[src/rtl/mips_fetch.sv]
// ============================================================================
//  Module   : mips_fetch
//  Purpose  : Instruction-fetch stage of the single-issue MIPS pipeline.
//             It owns the program counter, addresses the combinational
//             instruction ROM and registers the returned word into the
//             IF/ID pipeline register. It handles sequential fetch,
//             delayed-branch redirects, hazard stalls and a sticky
//             halt on illegal fetch addresses.
//
//  Ports    : clk, rst          - rising-edge clock, async active-high reset
//             imem_addr         - ROM byte address (always equal to the PC)
//             imem_data         - ROM instruction word (same-cycle)
//             stall             - freeze PC, IF/ID and the fetch counter
//             redirect_valid    - taken branch/jump resolved in decode
//             redirect_target   - byte address of the branch/jump target
//             id_valid, id_instr, id_pc, id_pc_plus4 - IF/ID register
//             fault             - sticky illegal-fetch flag
//             fetch_count       - saturating count of captured instructions
//
//  Revision : 1.0 - initial release
// ============================================================================
`default_nettype none

module mips_fetch #(
    parameter logic [31:0] RESET_PC  = 32'h0000_0000,
    parameter logic [31:0] ROM_BYTES = 32'h0000_00F0,
    parameter logic [31:0] NOP_WORD  = 32'h0000_0000,
    parameter int          COUNT_W   = 32
) (
    input  logic               clk,
    input  logic               rst,
    output logic [31:0]        imem_addr,
    input  logic [31:0]        imem_data,
    input  logic               stall,
    input  logic               redirect_valid,
    input  logic [31:0]        redirect_target,
    output logic               id_valid,
    output logic [31:0]        id_instr,
    output logic [31:0]        id_pc,
    output logic [31:0]        id_pc_plus4,
    output logic               fault,
    output logic [COUNT_W-1:0] fetch_count
);

    localparam logic [1:0] ST_BOOT = 2'd0;
    localparam logic [1:0] ST_RUN  = 2'd1;
    localparam logic [1:0] ST_HALT = 2'd2;

    logic [1:0]  state;
    logic [31:0] pc;
    logic        pc_legal;
    logic [31:0] pc_plus4;

    // A fetch is legal only for a word-aligned address inside the ROM.
    assign pc_legal  = (pc < ROM_BYTES) && (pc[1:0] == 2'b00);
    assign pc_plus4  = pc + 32'd4;
    assign imem_addr = pc;

    always_ff @(posedge clk or posedge rst) begin
        if (rst) begin
            state       <= ST_BOOT;
            pc          <= RESET_PC;
            id_valid    <= 1'b0;
            id_instr    <= NOP_WORD;
            id_pc       <= 32'd0;
            id_pc_plus4 <= 32'd0;
            fault       <= 1'b0;
            fetch_count <= '0;
        end else begin
            case (state)
                // One idle cycle after reset release; inputs are ignored.
                ST_BOOT: begin
                    state <= ST_RUN;
                end

                ST_RUN: begin
                    // A stall freezes everything, including a pending
                    // redirect: decode holds the branch and re-asserts it.
                    if (!stall) begin
                        if (pc_legal) begin
                            // The word fetched alongside a redirect is the
                            // delay slot, so it is captured, never squashed.
                            id_instr    <= imem_data;
                            id_pc       <= pc;
                            id_pc_plus4 <= pc_plus4;
                            id_valid    <= 1'b1;
                            if (fetch_count != '1) begin
                                fetch_count <= fetch_count + COUNT_W'(1);
                            end
                            pc <= redirect_valid ? redirect_target : pc_plus4;
                        end else begin
                            // Illegal address only faults when the fetch is
                            // actually attempted; pc is left pointing at it.
                            state    <= ST_HALT;
                            fault    <= 1'b1;
                            id_valid <= 1'b0;
                            id_instr <= NOP_WORD;
                        end
                    end
                end

                // HALT (and the unused encoding) hold every register.
                default: begin
                    state <= ST_HALT;
                end
            endcase
        end
    end

endmodule

`default_nettype wire
[config.mk]
export PLATFORM = sky130hd
export DESIGN_NAME = mips_fetch
export DESIGN_NICKNAME = d
export VERILOG_FILES = /design/src/rtl/mips_fetch.sv
export SDC_FILE = /design/constraint.sdc
export NUM_CORES = 1
export LEC_CHECK = 0
export BUFFER_PORTS_ARGS = -buffer_cell sky130_fd_sc_hd__buf_2
export CAP_MARGIN = 20
export CORE_MARGIN = 3
export CORE_UTILIZATION = 49
export CTS_CLUSTER_DIAMETER = 100
export CTS_CLUSTER_SIZE = 8
export DETAILED_ROUTE_END_ITERATION = 7
export PLACE_DENSITY = 0.84
export SYNTH_ARGS = -nofsm -noshare
export SYNTH_HDL_FRONTEND = slang
export SYNTH_SLANG_ARGS = --single-unit
[constraint.sdc]
create_clock -name clk -period 7.1 [get_ports clk]
set_clock_uncertainty 0.15 [all_clocks]
set_input_delay 1.42 -clock clk [delete_from_list [all_inputs] [get_ports clk]]
set_output_delay 1.42 -clock clk [all_outputs]
set_load 0.01 [all_outputs]
After elaboration in Yosys (flattened, before gate mapping) --
Cells that the tools add are included. Widths: inputs -> output; s select.
Operators by class: add/subtract/negate cells 2, magnitude comparators 1, equal/unequal tests 4, multiplexer cells 6, bitwise gates (word level) 2, reduce and logical (&&, ||, !) cells 8
Operators by type and width (count):
- $mux 32 | 2
- $add 32x1->32 const B | 1
- $add 32x3->32 const B | 1
- $lt 32x8->1 const B | 1
- $ne 32x32->1 const B | 1
- $reduce_and 3->1 | 2
- $logic_not 2->1 | 2
- $mux 2 | 2
- $ne 2x2->1 const B | 2
- $pmux 2 s2 | 1
- $reduce_and 2->1 | 2
- $reduce_and 4->1 | 1
- $eq 2x1->1 const B | 1
- $not 1->1 | 2
- $logic_and 1x1->1 | 1
- $mux 1 | 1
Storage, ports and cells: register bits 164, bits of input ports 68, output and inout bits 162

Longest topological paths before layout --
word-level depth 5, depth in mapped cells 8, depth with buffers taken out 6

Least setup slack after synthesis --
No wires, ideal clock.
kind input port to flip-flop, from in stall, to reg id_pc[4], data arrival time 2826 ps, required time 6822 ps, slack 3996 ps, stages on the path 6, buffers on the path 2, cell sequence inv_1 -> nand3b_1 -> nor4_2 -> buf_2 -> buf_2 -> mux2_1
On the way: word-level cells in the longest chain between the ends 2
RTL lines:
- start: declaration | line 34 | input logic stall,
- $not 1->1 (no source line)
- $reduce_and 3->1 (no source line)
- end signal: assignment | line 84 | id_pc <= pc;
- end: declaration | line 39 | output logic [31:0] id_pc,
Every way passes these cells. A chain may end at the register's enable or synchronous reset.

Final worst setup path --
from in stall, to reg fetch_count[1]
On the way: word-level cells in the longest chain between the ends 2
RTL lines:
- $not 1->1 (no source line)
- $reduce_and 4->1 (no source line)
- end signal: assignment | line 88 | fetch_count <= fetch_count + COUNT_W'(1);
- end: declaration | line 42 | output logic [COUNT_W-1:0] fetch_count
Every way passes these cells.

==> summary.txt <==
Placement
  – Weighted congestion at the end of routability-driven global placement: around 0.80
  – Quantity of I/O buffers inserted on ports: between 200 and 250
  – Dpl cells: just over 900
  – DPL Wire Length: ~10000 um
  – Placed Area: 7630 um2
  – Post-placement setup slack: around 3.3 ns

Timing
  – Max-slew headroom at the worst pin: 32.5%
  – Final number of hold-violating endpoints: 0
  – Setup violation total in the final timing report: 0
  – Time the final worst path needs with I/O delays and setup: around 3.3 ns
  – Fin worst setup slack: 3.78 ns
  – Ratio of final minimum period to clock period: between 40% and 50%
  – Setup repair after global routing missed its margin: false
  – Post-route worst hold slack: between 0.3 and 0.4 ns
  – Transition time at the pin with the least slew margin: between 1 and 1.5 ns
  – F_max: about 0.3 GHz
  – Setup_tns: 0 ns
  – Number of slew-limit violations in the final report: 0

Worst setup path
  – Data required, critical path: about 7.3 ns
  – Maximum fanout encountered on the critical timing path: between 100 and 150
  – Worst Path Class, Setup: in -> reg
  – Arrival time reported for the critical path endpoint: 3.46 ns
  – CP Launch Type: primary input
  – Nature of the critical path endpoint: flop

Floorplanning
  – Die Outline Area: roughly 14000 um2
  – Io pins: 230
  – Row count: 41
  – Die height: approximately 120 um
  – Initial Util: 50.4%
  – Horizontal die dimension: 120 um
  – Core Footprint: about 13000 um2

Clocking
  – Post-CTS Repair Setup Buffers: 0
  – Total number of clock tree sinks: roughly 160
  – Number of gates resized after cts: 0
  – Number of H-tree levels: 4
  – CTS tree: done
  – Maximum count of clock buffers along a single path: 2
  – Later-pin clock latency in the skew report: slightly above 0.4 ns
  – Hold buffer count at CTS: 0
  – Number of buffers created by CTS: 17
  – Buffer type at the clock tree root: clkbuf_16
  – Clock slew at the register clock pins of the worst setup and hold paths: 0.06 ns

Synthesis
  – Nets in the synthesized netlist: about 620
  – Area of the mapped netlist: 6390 um2
  – Cell count after synthesis: 552
  – Top cells by area in the synthesized netlist: dfrtp_1 63%, nor2b_1 4.9%, nand2_1 4.3%
  – Yosys top cell area share: 63.5%
  – Portion of the post-synthesis area used by sequential elements: between 60% and 70%
  – Number of distinct library cells after synthesis: 39
  – Most used standard cells in the synthesized netlist: 162 x dfrtp_1, 73 x nand2_1, 50 x nor2b_1, 36 x o21ai_0, 31 x xnor2_1
  – Dominant cell by count in the synthesized netlist: dfrtp_1
  – Synth Flop Type: dfrtp_1
  – Flip-flop and latch count after synthesis: 162
  – Per-instance average area after synthesis: ~12 um2
  – Share of flip-flops with an asynchronous set or reset: between 90% and 100%
  – Count of synthesis-stage warnings from yosys: 0
  – EDFF count, synth: 0
  – Leading area contributor after synthesis: dfrtp_1

Global route
  – Aggregate global-route resource usage: about a fifth
  – GRT overflow: 0
  – Maximum number of pins on one net before global-route repair: 103
  – Antenna violations before repair: 3
  – Global-route wire length before repair: around 24000 um
  – Via count of the first global-routing pass: roughly 4.8k

Layout
  – Area taken by flip-flops and latches: a little over 4000 um2
  – Fin cells: between 900 and 1k
  – Final cell utilization of the core: roughly two thirds
  – Synthesis-to-layout area growth: 29.7%
  – Final instance area: 8290 um2
  – Area taken by multi-input logic gates: around 2200 um2
  – Share of cells above drive strength 1: between 30% and 40%
  – Number of nets in the finished design: 840
  – Fillers: 1004

Pwr
  – Power Dens Cells: approximately 250 nW/um2
  – Worst ir drop on vdd: roughly 0.00017 V
  – Power Total: 2.08 mW
  – Static leakage: 4.66 nW

Route
  – Post-DR wirelength/cell: 15.9 um
  – Total routed wirelength: around 15000 um
  – DRC errors left: 0
  – Per-cell via count in the routed design: 5.12
  – 1st-iter DRT viols: 417
  – Vias after detailed routing: slightly below 5k
  – Count of nets left with antenna violations after detail routing: 0
  – Count of TritonRoute iterations in the first routing pass: 7

Job
  – Count of maximum capacitance violations: 0

Min path
  – Worst min-delay path class: reg -> reg

Status
  – Result of the run: complete, no violations
-- cells by family (layout without fill, tap and decap cells) --
kind of cell | Yosys count | count (layout) | share of synthesized area (%)
other | 0 | 3 | 0
muxes | 8 | 8 | 1.39
buffers and inverters | 42 | 273 | 3.00
adders and majority gates | 2 | 2 | 0.392
DFF | 162 | 162 | 63.5
xor gates and xnor gates | 35 | 35 | 4.80
AOI/OAI and AO/OA | 82 | 82 | 8.05
and+or+nand+nor | 221 | 221 | 18.9
-- critical path, stage by stage --
cell and delay (ns):
buf_2 0.11, inv_1 0.06, nand3b_1 0.14, nor4_4 0.31, buf_4 0.80, nand2_1 0.21
mux2_1 0.37
-- where the power goes --
part	internal [mW]	leakage [nW]	switching [mW]
Combinational	0.0574	2.14	0.0797
Clock	0.616	0.308	0.347
Sequential	0.957	2.21	0.0241
-- layout by cell type (no fill, tap or decap), types with 2 or more instances in the layout --
cell type,instances
nand3_1,17
clkbuf_1,3
a21o_1,26
inv_1,6
and2_1,6
o2bb2ai_1,3
ha_1,2
nor4_1,5
nand2_1,73
buf_4,4
xnor2_1,31
dfrtp_1,162
bufinv_16,4
nor2_1,9
diode_2,3
nand4_1,26
xor2_1,4
o21ai_0,36
a21oi_1,9
clkbuf_8,3
clkinv_2,3
clkbuf_16,17
inv_6,2
mux2_1,7
nor3_1,5
nor4b_2,2
nor4_2,4
and3_1,17
buf_2,229
nor2b_1,50
-- sequential cells by signal, indices dropped and copies added, names as in the netlist --
signal       flops
imem_addr       32
fault            1
id_instr        32
id_pc           32
id_valid         1
id_pc_plus4     30
state            2
fetch_count     32
-- layout make-up --
| class | count | share of cell area [%] |
|---|---|---|
| Timing Repair Buffer | 234 | 14.4 |
| Sequential cell | 162 | 48.9 |
| Antenna cell | 3 | 0.0906 |
| Tap cell | 172 | 2.60 |
| Multi-Input combinational cell | 348 | 26.0 |
| Clock buffer | 23 | 5.77 |
| Clock inverter | 9 | 1.83 |
| Inverter | 7 | 0.378 |
-- layer usage --
metal,GRT usage [%],vias to the layer above,wire length [um]
met5,0,-,0
met2,32.3,186,7320
met4,9.74,0,366
li1,-,2312,-
met1,28.4,2376,6420
met3,6.41,29,1080
-- worst paths after layout --
path                               startpoint              to  slack [ns]  cells after the start
worst max register to register  imem_addr[12]  fetch_count[1]        4.12                      6
worst max-delay path                    stall  fetch_count[1]        3.78                      7
min in group asynchronous                 rst   imem_addr[10]        1.04                      2
worst min-delay path                    fault           fault        0.30                      1
max in group asynchronous                 rst    imem_addr[0]        4.43                      3
worst min register to register          fault           fault        0.30                      1
(Power assumes the default switching activity.)
